==> config.mk <==
export PLATFORM = sky130hd
export DESIGN_NAME = fp_exp_unit_pipe
export DESIGN_NICKNAME = d
export VERILOG_FILES = /design/src/rtl/fp_exp_unit_pipe.sv
export SDC_FILE = /design/constraint.sdc
export NUM_CORES = 1
export LEC_CHECK = 0
export BUFFER_PORTS_ARGS = -buffer_cell sky130_fd_sc_hd__clkbuf_2
export CORE_MARGIN = 10
export CORE_UTILIZATION = 45
export CTS_BUF_LIST = sky130_fd_sc_hd__clkbuf_4
export DETAILED_ROUTE_END_ITERATION = 10
export GPL_ROUTABILITY_DRIVEN = 0
export GPL_TIMING_DRIVEN = 0
export PLACE_DENSITY_LB_ADDON = 0.2
export SLEW_MARGIN = 25
export SYNTH_ARGS = -nofsm -noshare
export SYNTH_HDL_FRONTEND = slang
export SYNTH_SLANG_ARGS = --single-unit
==> constraint.sdc <==
create_clock -name clk -period 2.2 [get_ports clk]
set_clock_uncertainty 0.15 [all_clocks]
set_input_delay 0.55 -clock clk [delete_from_list [all_inputs] [get_ports clk]]
set_output_delay 0.55 -clock clk [all_outputs]
set_load 0.05 [all_outputs]
==> src/rtl/fp_exp_unit_pipe.sv <==
// Two-stage exponent datapath for FP multiply/divide: combines biased exponents,
// applies the normalisation adjust and classifies special/zero/overflow/underflow results.
module fp_exp_unit_pipe #(
  parameter int EXP_W = 8,
  parameter int BIAS  = (1 << (EXP_W - 1)) - 1,
  parameter int TAG_W = 4
) (
  input  logic             clk,
  input  logic             rst_n,
  input  logic             in_valid,
  output logic             in_ready,
  input  logic             mode,
  input  logic [EXP_W-1:0] exp_a,
  input  logic [EXP_W-1:0] exp_b,
  input  logic             adj,
  input  logic [TAG_W-1:0] tag_in,
  output logic             out_valid,
  input  logic             out_ready,
  output logic [EXP_W-1:0] exp_out,
  output logic             ovf,
  output logic             unf,
  output logic             zero,
  output logic             special,
  output logic [TAG_W-1:0] tag_out
);

  // Two guard bits keep the intermediate sum exact for every input combination.
  localparam int SW = EXP_W + 2;

  localparam logic [EXP_W-1:0]     EXP_MAX = '1;
  localparam logic signed [SW-1:0] BIAS_S  = SW'(BIAS);
  localparam logic signed [SW-1:0] OVF_S   = SW'((1 << EXP_W) - 1);
  localparam logic signed [SW-1:0] ZERO_S  = '0;

  typedef enum logic [2:0] {
    RES_NORMAL,
    RES_SPECIAL,
    RES_ZERO,
    RES_OVF,
    RES_UNF
  } res_cls_e;

  typedef struct packed {
    logic [SW-1:0]    sum;
    logic             a_max;
    logic             b_max;
    logic             a_zero;
    logic             b_zero;
    logic             mode;
    logic [TAG_W-1:0] tag;
  } s1_t;

  // ---------------------------------------------------------------------------
  // Handshake: each stage advances when it is empty or its successor drains.
  // ---------------------------------------------------------------------------
  logic s1_valid;
  logic s1_adv;
  logic s2_adv;

  assign s2_adv   = !out_valid || out_ready;
  assign s1_adv   = !s1_valid || s2_adv;
  assign in_ready = s1_adv;

  // ---------------------------------------------------------------------------
  // Stage 1: exponent arithmetic and operand classification.
  // ---------------------------------------------------------------------------
  s1_t                  s1_d;
  s1_t                  s1_q;
  logic signed [SW-1:0] ea;
  logic signed [SW-1:0] eb;
  logic signed [SW-1:0] ead;
  logic signed [SW-1:0] sum_d;

  // NOTE: every signal written in always_comb gets a default first, so no
  // path through the block can leave it unassigned and infer a latch.
  always_comb begin
    ea    = $signed({2'b00, exp_a});
    eb    = $signed({2'b00, exp_b});
    ead   = $signed({{(SW - 1){1'b0}}, adj});
    sum_d = ZERO_S;
    if (mode) begin
      sum_d = ea - eb + BIAS_S - ead;
    end else begin
      sum_d = ea + eb - BIAS_S + ead;
    end

    s1_d        = '0;
    s1_d.sum    = sum_d;
    s1_d.a_max  = (exp_a == EXP_MAX);
    s1_d.b_max  = (exp_b == EXP_MAX);
    // Exponent 0 covers both true zeros and subnormals, which are flushed.
    s1_d.a_zero = (exp_a == '0);
    s1_d.b_zero = (exp_b == '0);
    s1_d.mode   = mode;
    s1_d.tag    = tag_in;
  end

  // NOTE: sequential state uses non-blocking assignments so every register
  // samples pre-edge values and stage ordering cannot race.
  // NOTE: payload registers are reset alongside the valids; the outputs must
  // read zero during reset and the cost here is a handful of flops.
  always_ff @(posedge clk or negedge rst_n) begin
    if (!rst_n) begin
      s1_valid <= 1'b0;
      s1_q     <= '0;
    end else if (s1_adv) begin
      s1_valid <= in_valid;
      if (in_valid) begin
        s1_q <= s1_d;
      end
    end
  end

  // ---------------------------------------------------------------------------
  // Stage 2: priority resolution into a single result class.
  // ---------------------------------------------------------------------------
  res_cls_e             cls;
  logic signed [SW-1:0] s1_sum;
  logic [EXP_W-1:0]     exp_d;

  assign s1_sum = $signed(s1_q.sum);

  always_comb begin
    cls = RES_NORMAL;
    // A zero divisor is special even with a zero dividend: 0/0 yields NaN.
    if (s1_q.a_max || s1_q.b_max || (s1_q.mode && s1_q.b_zero)) begin
      cls = RES_SPECIAL;
    end else if (s1_q.a_zero || (!s1_q.mode && s1_q.b_zero)) begin
      cls = RES_ZERO;
    end else if (s1_sum >= OVF_S) begin
      cls = RES_OVF;
    end else if (s1_sum <= ZERO_S) begin
      cls = RES_UNF;
    end
  end

  always_comb begin
    exp_d = s1_q.sum[EXP_W-1:0];
    case (cls)
      RES_SPECIAL, RES_OVF: exp_d = EXP_MAX;
      RES_ZERO, RES_UNF:    exp_d = '0;
      default:              exp_d = s1_q.sum[EXP_W-1:0];
    endcase
  end

  // Result fields only change when a new op loads; they hold under backpressure.
  always_ff @(posedge clk or negedge rst_n) begin
    if (!rst_n) begin
      out_valid <= 1'b0;
      exp_out   <= '0;
      ovf       <= 1'b0;
      unf       <= 1'b0;
      zero      <= 1'b0;
      special   <= 1'b0;
      tag_out   <= '0;
    end else if (s2_adv) begin
      out_valid <= s1_valid;
      if (s1_valid) begin
        exp_out <= exp_d;
        ovf     <= (cls == RES_OVF);
        unf     <= (cls == RES_UNF);
        zero    <= (cls == RES_ZERO);
        special <= (cls == RES_SPECIAL);
        tag_out <= s1_q.tag;
      end
    end
  end

endmodule

======== Word level (Yosys, flattened, before mapping) ========
Cells that the tools add are included.
operators by class
  reduce and logical (&&, ||, !) cells .... 16
  equality and inequality tests ........... 6
  order comparisons ....................... 2
  $add $sub $neg .......................... 6
  mux-type cells .......................... 6
operators with widths
  operator                                                                count
  8-bit equality test, second input constant                              2
  8-bit logical NOT                                                       2
  8-bit case mux with 2 select lines                                      1
  3-bit two-way mux                                                       4
  10-bit by 2-bit adder with 10-bit output                                1
  9-bit by 8-bit adder with 10-bit output, second input constant          1
  10-bit by 9-bit >= comparator with 1-bit output, second input constant  1
  10-bit by 1-bit <= comparator with 1-bit output, second input constant  1
  10-bit two-way mux                                                      1
  10-bit by 2-bit subtractor with 10-bit output                           1
  9-bit by 7-bit subtractor with 10-bit output, second input constant     1
  8-bit by 8-bit adder with 9-bit output                                  1
  8-bit by 8-bit subtractor with 9-bit output                             1
  3-bit by 2-bit equality test with 1-bit output, second input constant   2
  1-bit logical OR                                                        5
  2-bit AND reduction                                                     2
  2-bit OR reduction                                                      2
  3-bit by 1-bit equality test with 1-bit output, second input constant   1
  3-bit equality test, second input constant                              1
  1-bit logical NOT                                                       3
  1-bit logical AND                                                       2
word-level totals
  bits of input ports ..................... 26
  word-level logic and storage cells ...... 51
  output and inout bits ................... 18
  register bits after elaboration ......... 37

======== Longest topological paths before layout ========
Gate-level depths: netlist of the first run.
  word-level depth ........................ 8
  gate-level depth with buffers ........... 15
  gate-level depth less buffers ........... 15

======== Worst setup path before layout of the first run ========
Ideal clock, no wire load.
  path kind ............................... input to register
  start ................................... input exp_a[0]
  end ..................................... register s1_q (netlist bit s1_sum[7])
  path buffers ............................ 0
  stages on the path ...................... 15
  data required time ...................... 1.929 ns
  path slack .............................. -1.185 ns
  arrival ................................. 3.114 ns
  setup time .............................. 0.121 ns
  path through ............................ inv_1 > ha_1 > inv_1 > fa_1 > a211o_1 > nand2_1 > and2_1 > inv_1 > ha_1 > a21o_1 > nand3_1 > or4_4 > a31oi_4 > nor3b_2 > o22a_1
on the way
  longest elaborated chain between the ends .. 4
  elaborated cells on any way between the ends .. 7
  classes of those cells .................. add/sub (6); mux (1)
RTL lines
  item                                                                                                              RTL line  source
  from (decl)                                                                                                       13        input logic [EXP_W-1:0] exp_a,
  8-bit by 8-bit adder with 9-bit output / 8-bit by 8-bit subtractor with 9-bit output (equally long branches)      84, 82
  9-bit by 7-bit subtractor with 10-bit output / 9-bit by 8-bit adder with 10-bit output (equally long branches)    84, 82
  10-bit by 2-bit adder with 10-bit output / 10-bit by 2-bit subtractor with 10-bit output (equally long branches)  84, 82
  10-bit two-way mux *                                                                                              81        if (mode) begin
  to (signal assigned)                                                                                              105       s1_q <= '0;
  to (signal assigned)                                                                                              109       s1_q <= s1_d;
  to (decl)                                                                                                         68        s1_t s1_q;
Every way passes the cells marked *; elsewhere a longest branch is shown, timed or not.
A chain may end at the register's enable or synchronous reset.

======== Final worst setup path of the first run ========
  start ................................... input exp_a[0]
  end ..................................... register s1_q (netlist bit s1_sum[9])
The elaborated chain is that of the path after synthesis.

==> flow_summary_export.csv, run 1 <==
group,metric,value,unit
setup_path,crit_type,"in -> reg",
setup_path,rrSetupSlack,140,ps
cts,cts_tree,"built",
cts,postCtsHoldBufs,0,
logic_synthesis,synth-seq-cells,37,
logic_synthesis,avgSynthCellArea,8.31,sq um
cells_and_area,final_common_cell,"nand2_1",
global_routing,grt_start_max_net_pins,38,
sta,period_share,143,%
sta,fin_crit,3140,ps
cts,cts.clk_slew.worst_paths,100,ps
run_status,status,"complete, but fails checks",
setup_path,critPathSlowestCell,"fa_2",
run_status,violations,"setup timing",
setup_path,crit_fanout,2,
cts,htreeDepth,2,
sta,fin_hold_ws,148,ps
cells_and_area,nFillCells,544,
drt,drtAntennaViolNets,0,
die,chipHeight,99.4,um
cells_and_area,drive_above_1_share,32.0,%
logic_synthesis,synth_cells,341,
cells_and_area,n_antenna_cell,0,
cts,cts.path.max_buffers,2,
die,ios,44,
setup_path,r2r-end,"s1_q[5]$_DFFE_PN0P_",
drt,drt_iter0_drc,107,
die,core-area,6030,sq um
die,die_w,99.4,um
sta,fmax,0.318,GHz
pwr,ir_drop,0.000655,V
cells_and_area,final_cell_mix,"nand2_1 (54), clkbuf_2 (41), dfrtp_1 (36), inv_1 (28), nor2_1 (26)",
pwr,power.density,830,nW/um^2
sta,setup_violations,9,
global_routing,antenna_found_initial,0,
setup_path,worst_setup_path_end_kind,"flip-flop",
place,io_buffers,43,
drt,routed_wirelength,7.65,mm
sta,drv_slew,0,
cells_and_area,finalNetCount,479,
die,rows,28,
cts,cts_buffers,5,
logic_synthesis,ys_seq_area_share,32.7,%
drt,vias_per_cell,5.42,
cells_and_area,fin_area,3770,sq um
sta,final-hold-violation-count,0,
drt,vias,2677,
setup_path,timing.rr.start,"s1_valid$_DFFE_PN0N_",
cells_and_area,final_core_util,62.6,%
global_routing,overflow,0,
logic_synthesis,yosysUniqueCellTypes,48,
cts,clock_sinks,37,
die,die-area,9880,sq um
drt,remaining_drc_errors,0,
setup_path,reg2reg_depth,6,
sta,setup_ws,-944,ps
job,maxCapViolCount,0,
cells_and_area,areaGrowthSynthToFinish,33.0,%
global_routing,grt_pass1_vias,2796,
hold_path,hp-class,"in -> async",
logic_synthesis,synth_area,2840,sq um
global_routing,grt_first_pass_wirelength,12.7,mm
drt,wl_per_cell,15.5,um
die,initial_core_util,47.1,%
logic_synthesis,syn-num-nets,402,
drt,dr.pass1.iters,4,
setup_path,critPathMaxStageDelay,390,ps
setup_path,cp.required,2290,ps
logic_synthesis,synth_warnings,0,
sta,slew_headroom,41.7,%
pwr,p_total,3.13,mW
cts,clk_latency,340,ps
place,placed_area,3240,sq um
cts,clockRootBuffer,"clkbuf_4",
sta,worst_pin_slew,875,ps
sta,rsz0062_at_grt,"true",
pwr,p_leak,1.79,nW
setup_path,cp-start-kind,"input pin",
place,hpwl,5.82,mm
global_routing,grt_usage,15.4,%
setup_path,cp.arrival,3240,ps
setup_path,cp_cell_sequence,"clkbuf_16 -> inv_12 -> ha_4 -> inv_2 -> fa_2 -> buf_6 -> xor2_4 -> inv_2 -> fa_2 -> a21o_1 -> a21o_1 -> buf_4 -> buf_6 -> o2111ai_2 -> a31oi_4 -> buf_4 -> o41ai_2",
## cells in the mapped netlist (all sizes together)
| cell type | instances | area, sq um |
|---|---|---|
| nand2 | 57 | 214 |
| dfrtp | 37 | 926 |
| inv | 34 | 128 |
| ha | 32 | 400 |
| nor2 | 29 | 109 |
| a21oi | 20 | 100 |
| o21ai | 20 | 100 |
| a211oi | 10 | 80.1 |
| nor4 | 9 | 56.3 |
| xnor2 | 9 | 78.8 |
| clkbuf | 8 | 30.0 |
| nand2b | 7 | 43.8 |
| nand4 | 7 | 43.8 |
| a21o | 6 | 46.3 |
| nand3 | 5 | 25.0 |
| nor3 | 4 | 20.0 |
| o21a | 4 | 30.0 |
| or4 | 4 | 33.8 |
| and2 | 3 | 18.8 |
| fa | 3 | 60.1 |
| o211ai | 3 | 22.5 |
| o31ai | 3 | 22.5 |
| a31oi | 2 | 27.5 |
| mux2i | 2 | 20.0 |
| nor2b | 2 | 12.5 |
| o41ai | 2 | 17.5 |
| or2 | 2 | 12.5 |
| or3 | 2 | 13.8 |
| xor2 | 2 | 17.5 |
| a2111o | 1 | 11.3 |
| a211o | 1 | 8.76 |
| a21boi | 1 | 7.51 |
| and3 | 1 | 6.26 |
| nand3b | 1 | 7.51 |
| nand4b | 1 | 8.76 |
| nor3b | 1 | 12.5 |
| o2111a | 1 | 11.3 |
| o2111ai | 1 | 8.76 |
| o211a | 1 | 17.5 |
| o21bai | 1 | 7.51 |
| o22a | 1 | 8.76 |
| o2bb2ai | 1 | 8.76 |
## cell families (layout without fill, tap and decap cells)
logic type / after synthesis / after routing / synth area share, %
simple gates: 135 / 135 / 22.5
compound gates: 79 / 79 / 18.9
buf+inv: 42 / 120 / 5.56
flops: 37 / 37 / 32.7
fa+ha+maj: 35 / 35 / 16.2
xor+xnor: 11 / 11 / 3.40
mux: 2 / 2 / 0.706
## final cells by class
class	count	area, sq um	share of cell area (%)
Timing Repair Buffer	70	455	12.1
Clock buffer	6	45.0	1.19
Sequential cell	37	927	24.6
Buffer	8	30.0	0.796
Tap cell	75	93.8	2.49
Clock inverter	2	33.8	0.896
Inverter	34	143	3.78
Multi-Input combinational cell	262	2040	54.2
## worst max-delay path, delay by kind of cell
kind,cells,cell delay [ps]
fa+ha+maj,3,850
compound gates,5,840
buf+inv,8,820
xor+xnor,1,170
## per-stage QoR
stage                     setup WS (ps)  cells  setup TNS, ps
after detailed placement          -1470    459          -9620
final                              -944    494          -5470
after floorplan                   -1040    341          -4970
after global placement            -1430    459          -8900
after global routing              -1010    494          -6220
after CTS                          -963    490          -5230
## state kept, by name, summed over array words and instances (netlist names)
signal / count
exp_out: 8
ovf: 1
unf: 1
special: 1
out_valid: 1
s1_q: 9
zero: 1
s1_sum: 10
tag_out: 4
s1_valid: 1
## power by group
group          total (mW)  switching [mW]  internal, mW  leakage, nW
clock network       0.464           0.215         0.249       0.0433
logic                1.72            1.04         0.688         1.30
registers           0.943           0.108         0.835        0.446
total                3.13            1.36          1.77         1.79
## metal layers
layer	global-route usage, %	up-vias	wire length [um]
li1	-	1353	-
met1	17.9	1238	3380
met2	26.7	68	3730
met3	2.56	18	316
met4	7.94	0	224
met5	0	-	0
## worst max-delay path by stage
stage                   from               endpoint  cells past startpoint
floorplan           exp_a[0]  s1_sum[7]$_DFFE_PN0P_                     15
global placement    exp_a[0]  s1_sum[7]$_DFFE_PN0P_                     16
detailed placement  exp_a[0]  s1_sum[7]$_DFFE_PN0P_                     16
CTS                 exp_a[0]  s1_sum[7]$_DFFE_PN0P_                     16
global route        exp_a[0]  s1_sum[7]$_DFFE_PN0P_                     16
finish              exp_a[0]  s1_sum[9]$_DFFE_PN0P_                     17
## repair_timing
action,4_1_cts,5_1_grt
setup endpoints to repair,8,9
pin swaps,21,29
endpoints found under the hold margin,0,0
buffers inserted,23,6
resized for setup,19,31
No activity file was read; power rests on OpenSTA's default activity.
==> run 2: changes to the inputs <==
--- a/config.mk
+++ b/config.mk
@@ -13,6 +13,7 @@
 export GPL_ROUTABILITY_DRIVEN = 0
 export GPL_TIMING_DRIVEN = 0
 export PLACE_DENSITY_LB_ADDON = 0.2
+export RECOVER_POWER = 100
 export SLEW_MARGIN = 25
 export SYNTH_ARGS = -nofsm -noshare
 export SYNTH_HDL_FRONTEND = slang
==> flow_summary_export.csv, run 2 (synthesis gave the netlist of run 1 again) <==
group,metric,value,unit
pwr,power.density,829,nW/um^2
cts,cts.clk_slew.worst_paths,110,ps
cells_and_area,drive_above_1_share,27.9,%
run_status,status,"complete, but fails checks",
die,ios,44,
sta,drv_slew,0,
cells_and_area,nFillCells,558,
setup_path,cp-start-kind,"input pin",
setup_path,crit_fanout,2,
setup_path,cp.arrival,3230,ps
global_routing,overflow,0,
cells_and_area,final_cell_mix,"nand2_1 (54), dfrtp_1 (36), inv_1 (28), nor2_1 (26), clkbuf_1 (25)",
cts,postCtsHoldBufs,0,
global_routing,grt_first_pass_wirelength,12.7,mm
cts,clockRootBuffer,"clkbuf_4",
cells_and_area,finalNetCount,479,
sta,fin_crit,3140,ps
cells_and_area,areaGrowthSynthToFinish,32.3,%
drt,drtAntennaViolNets,0,
die,die_w,99.4,um
drt,routed_wirelength,7.66,mm
drt,vias,2669,
die,chipHeight,99.4,um
global_routing,antenna_found_initial,0,
drt,dr.pass1.iters,4,
cells_and_area,layoutNonFillerInstCount,494,
drt,vias_per_cell,5.40,
die,die-area,9880,sq um
die,initial_core_util,47.1,%
place,numPlacedInstances,459,
run_status,violations,"setup timing",
job,maxCapViolCount,0,
sta,period_share,143,%
cts,clock_sinks,37,
cts,clk_latency,340,ps
sta,worst_pin_slew,876,ps
cts,cts_tree,"built",
pwr,p_total,3.11,mW
pwr,p_leak,1.73,nW
sta,fmax,0.319,GHz
sta,rsz0062_at_grt,"true",
sta,slew_headroom,41.6,%
cells_and_area,n_antenna_cell,0,
sta,final-hold-violation-count,0,
place,io_buffers,43,
global_routing,grt_start_max_net_pins,38,
cts,cts.path.max_buffers,2,
global_routing,grt_pass1_vias,2796,
cts,cts_buffers,5,
cells_and_area,final_core_util,62.2,%
sta,setup_violations,9,
pwr,ir_drop,0.000645,V
die,core-area,6030,sq um
die,rows,28,
cells_and_area,max_flop_register,"s1_sum",
cells_and_area,largest_register_ffs,10,
sta,fin_hold_ws,147,ps
setup_path,worst_setup_path_end_kind,"flip-flop",
cells_and_area,final_common_cell,"nand2_1",
setup_path,crit_type,"in -> reg",
cts,htreeDepth,2,
cells_and_area,top_regs,"s1_sum x10, s1_q x9, exp_out x8",
sta,setup_ws,-938,ps
drt,wl_per_cell,15.5,um
drt,drt_iter0_drc,106,
place,hpwl,5.82,mm
hold_path,hp-class,"in -> async",
setup_path,cp.required,2290,ps
global_routing,grt_usage,15.4,%
drt,remaining_drc_errors,0,
run 2: cell counts in the layout (fill, tap and decap cells not counted):
No cell type changed its count.
run 2: metal layers:
metal,share of wire (%),track usage (%),vias up
met2,49,26.7,70
li1,-,-,1353
met4,2.9,7.94,0
met1,44,17.9,1228
met3,4.3,2.56,18
met5,0,0,-
run 2: power by group:
| group | internal, mW | total (mW) | switching [mW] |
|---|---|---|---|
| Clock | 0.249 | 0.464 | 0.216 |
| Combinational | 0.665 | 1.70 | 1.04 |
| Sequential | 0.835 | 0.942 | 0.107 |
run 2: stage by stage:
step                worst slack (ps)  TNS (ps)  instance area (sq um)
floorplan                      -1040     -4970                   2930
global placement               -1430     -8900                   3240
global route                   -1010     -6220                   3750
detailed placement             -1470     -9620                   3240
CTS                             -963     -5230                   3600
finish                          -938     -5440                   3750
run 2: layout make-up:
type | count | area [sq um] | share of cell area (%)
Buffer | 8 | 30.0 | 0.801
Sequential cell | 37 | 927 | 24.7
Clock inverter | 2 | 33.8 | 0.901
Tap cell | 75 | 93.8 | 2.50
Clock buffer | 6 | 45.0 | 1.20
Inverter | 34 | 143 | 3.80
Multi-Input combinational cell | 262 | 2040 | 54.5
Timing Repair Buffer | 70 | 434 | 11.6
run 2: worst paths after layout:
kind	startpoint	end	slack (ps)	cells after the start
setup / recovery	exp_a[0]	s1_sum[9]$_DFFE_PN0P_	-940	17
hold / removal	rst_n	s1_q[1]$_DFFE_PN0P_	150	1
setup reg to reg	s1_valid$_DFFE_PN0N_	s1_q[5]$_DFFE_PN0P_	150	6
hold reg to reg	s1_q[3]$_DFFE_PN0P_	tag_out[3]$_DFFE_PN0P_	330	2
max in group asynchronous	rst_n	out_valid$_DFFE_PN0P_	1160	1
min in group clk	tag_in[3]	s1_q[3]$_DFFE_PN0P_	240	3
run 2: worst max-delay path: stages:
cell and delay (ps):
clkbuf_16 130, inv_12 50, ha_4 110, inv_2 30, fa_2 350, buf_6 150, xor2_4 170, inv_2 60
fa_2 390, a21o_1 190, a21o_1 210, buf_4 130, buf_6 100, o2111ai_2 110, a31oi_4 130, buf_4 160
o41ai_2 200
run 2: what timing repair did:
item | CTS | global route
endpoints found under the setup margin | 8 | 9
pin swaps | 21 | 29
setup buffers | 23 | 6
resized for setup | 19 | 31
==> run 3: changes to the inputs <==
==> constraint.sdc (replaced) <==
create_clock -name clk -period 2.2 [get_ports clk]
set_clock_uncertainty 0.15 [all_clocks]
set_input_delay 0.11 -clock clk [delete_from_list [all_inputs] [get_ports clk]]
set_output_delay 0.11 -clock clk [all_outputs]
set_load 0.05 [all_outputs]
==> flow_summary_export.csv, run 3 (synthesis gave the netlist of run 1 again) <==
group,metric,value,unit
setup_path,cp_top_family,"compound AO/OA/AOI/OAI gates",
setup_path,critPathSlowestCell,"a2111o_1",
hold_path,min_path_cells,4,
die,die_w,99.4,um
cells_and_area,layoutNonFillerInstCount,498,
global_routing,grt_util_met3,3.53,%
cells_and_area,final_common_cell,"nand2_1",
setup_path,worst_setup_path_end_kind,"flip-flop",
sta,worst_pin_slew,877,ps
place,io_buffers,43,
global_routing,grt_use_met1,17.4,%
global_routing,grt_usage,15.4,%
die,rows,28,
pwr,p_total,2.87,mW
job,maxCapViolCount,0,
sta,fmax,0.369,GHz
die,initial_core_util,47.1,%
sta,setup_violations,5,
drt,vias_per_cell,5.39,
drt,wl_per_cell,15.3,um
setup_path,cp.required,2300,ps
cts,clockRootBuffer,"clkbuf_4",
pwr,p_leak,1.70,nW
global_routing,overflow,0,
global_routing,grt_start_max_net_pins,38,
cells_and_area,final_core_util,61.9,%
cts,htreeDepth,2,
setup_path,cp.arrival,2810,ps
sta,fin_crit,2710,ps
die,ios,44,
place,hpwl,5.81,mm
cells_and_area,top_regs,"s1_sum x10, s1_q x9, exp_out x8",
hold_path,hp-class,"in -> reg",
drt,remaining_drc_errors,0,
place,placed_area,3230,sq um
global_routing,grt_use_met2,27.0,%
cells_and_area,areaGrowthSynthToFinish,31.6,%
drt,dr.pass1.iters,4,
cts,clock_sinks,37,
cts,cts.path.max_buffers,2,
place,numPlacedInstances,459,
setup_path,path_depth,16,
drt,drtAntennaViolNets,0,
die,chipHeight,99.4,um
drt,drt_iter0_drc,80,
cts,cts_tree,"built",
cells_and_area,max_flop_register,"s1_sum",
setup_path,crit_fanout,3,
cells_and_area,largest_register_ffs,10,
cells_and_area,drive_above_1_share,22.2,%
die,core-area,6030,sq um
sta,setup_tns,-2060,ps
pwr,power.density,768,nW/um^2
cells_and_area,final_cell_mix,"nand2_1 (55), dfrtp_1 (36), inv_1 (28), nor2_1 (27), clkbuf_1 (27)",
place,pre_cts_slack,-1030,ps
global_routing,grt_first_pass_wirelength,12.9,mm
sta,fin_hold_ws,13.0,ps
setup_path,cp_num_buf_inv,5,
setup_path,critPathMaxStageDelay,360,ps
die,die-area,9880,sq um
run_status,status,"complete, but fails checks",
sta,setup_ws,-509,ps
cells_and_area,n_antenna_cell,0,
sta,slew_headroom,41.5,%
sta,rsz0062_at_grt,"true",
cts,cts.clk_slew.worst_paths,90,ps
cells_and_area,fin_area,3730,sq um
sta,final-hold-violation-count,0,
drt,routed_wirelength,7.64,mm
setup_path,cp_cell_sequence,"clkbuf_16 -> inv_12 -> ha_4 -> inv_2 -> fa_2 -> a211o_1 -> buf_4 -> a2111o_1 -> o211a_4 -> buf_4 -> ha_4 -> nand2_2 -> o21ai_2 -> a211oi_2 -> xnor2_1 -> a211oi_1",
drt,vias,2683,
setup_path,reg2reg_depth,6,
pwr,ir_drop,0.000649,V
setup_path,cp-start-kind,"input pin",
cts,cts_buffers,5,
run_status,violations,"setup timing",
global_routing,grt_pass1_vias,2796,
sta,period_share,123,%
global_routing,gr-max-usage-layer,"met2",
sta,drv_slew,0,
setup_path,crit_type,"in -> reg",
cells_and_area,finalNetCount,484,
cts,clk_latency,340,ps
global_routing,antenna_found_initial,0,
## run 3: cell count changes in the layout (fill, tap and decap cells not counted), sizes merged
cell	delta
dlygate4sd3	+17
buf	-12
bufinv	-1
## run 3: cell type report
cell class	count	area, sq um
clock inverters	1	5.00
inverters	34	145
plain buffers	8	30.0
flip-flops and latches	37	927
multi-input cells	262	1980
well taps	75	93.8
fillers	526	2290
repair buffers	75	502
clock buffers	6	45.0
## run 3: path summary, 6_finish.rpt
path | from | to | slack (ps)
worst max-delay path | exp_a[0] | s1_sum[8]$_DFFE_PN0P_ | -510
worst min-delay path | exp_a[3] | s1_q[6]$_DFFE_PN0P_ | 10
worst max register to register | out_valid$_DFFE_PN0P_ | s1_q[5]$_DFFE_PN0P_ | 150
worst min register to register | s1_q[1]$_DFFE_PN0P_ | tag_out[1]$_DFFE_PN0P_ | 320
max in group asynchronous | rst_n | out_valid$_DFFE_PN0P_ | 1050
min in group asynchronous | rst_n | tag_out[0]$_DFFE_PN0P_ | 260
## run 3: where the power goes
part / total (mW) / switching (mW) / internal (mW)
Combinational: 1.59 / 0.988 / 0.599
Clock: 0.336 / 0.206 / 0.130
Sequential: 0.943 / 0.108 / 0.835
## run 3: layer usage
layer,up-vias,share of wire [%]
met5,-,0
met4,0,2.7
met3,17,5.4
met2,67,48
met1,1242,43
li1,1357,-
## run 3: worst reg2reg max path: cells and delay by family, from the launching register on
| kind | cells | cell delay, ps |
|---|---|---|
| simple gates | 4 | 650 |
| flops | 1 | 430 |
| buf+inv | 2 | 750 |
## run 3: what timing repair did
item / in CTS / in global routing
endpoints found under the setup margin: 6 / 13
hold endpoints to repair: 45 / 0
hold buffers: 17 / 0
gates resized for setup: 20 / 19
setup buffers: 10 / 5
gates cloned: 0 / 0
pin swaps: 15 / 10
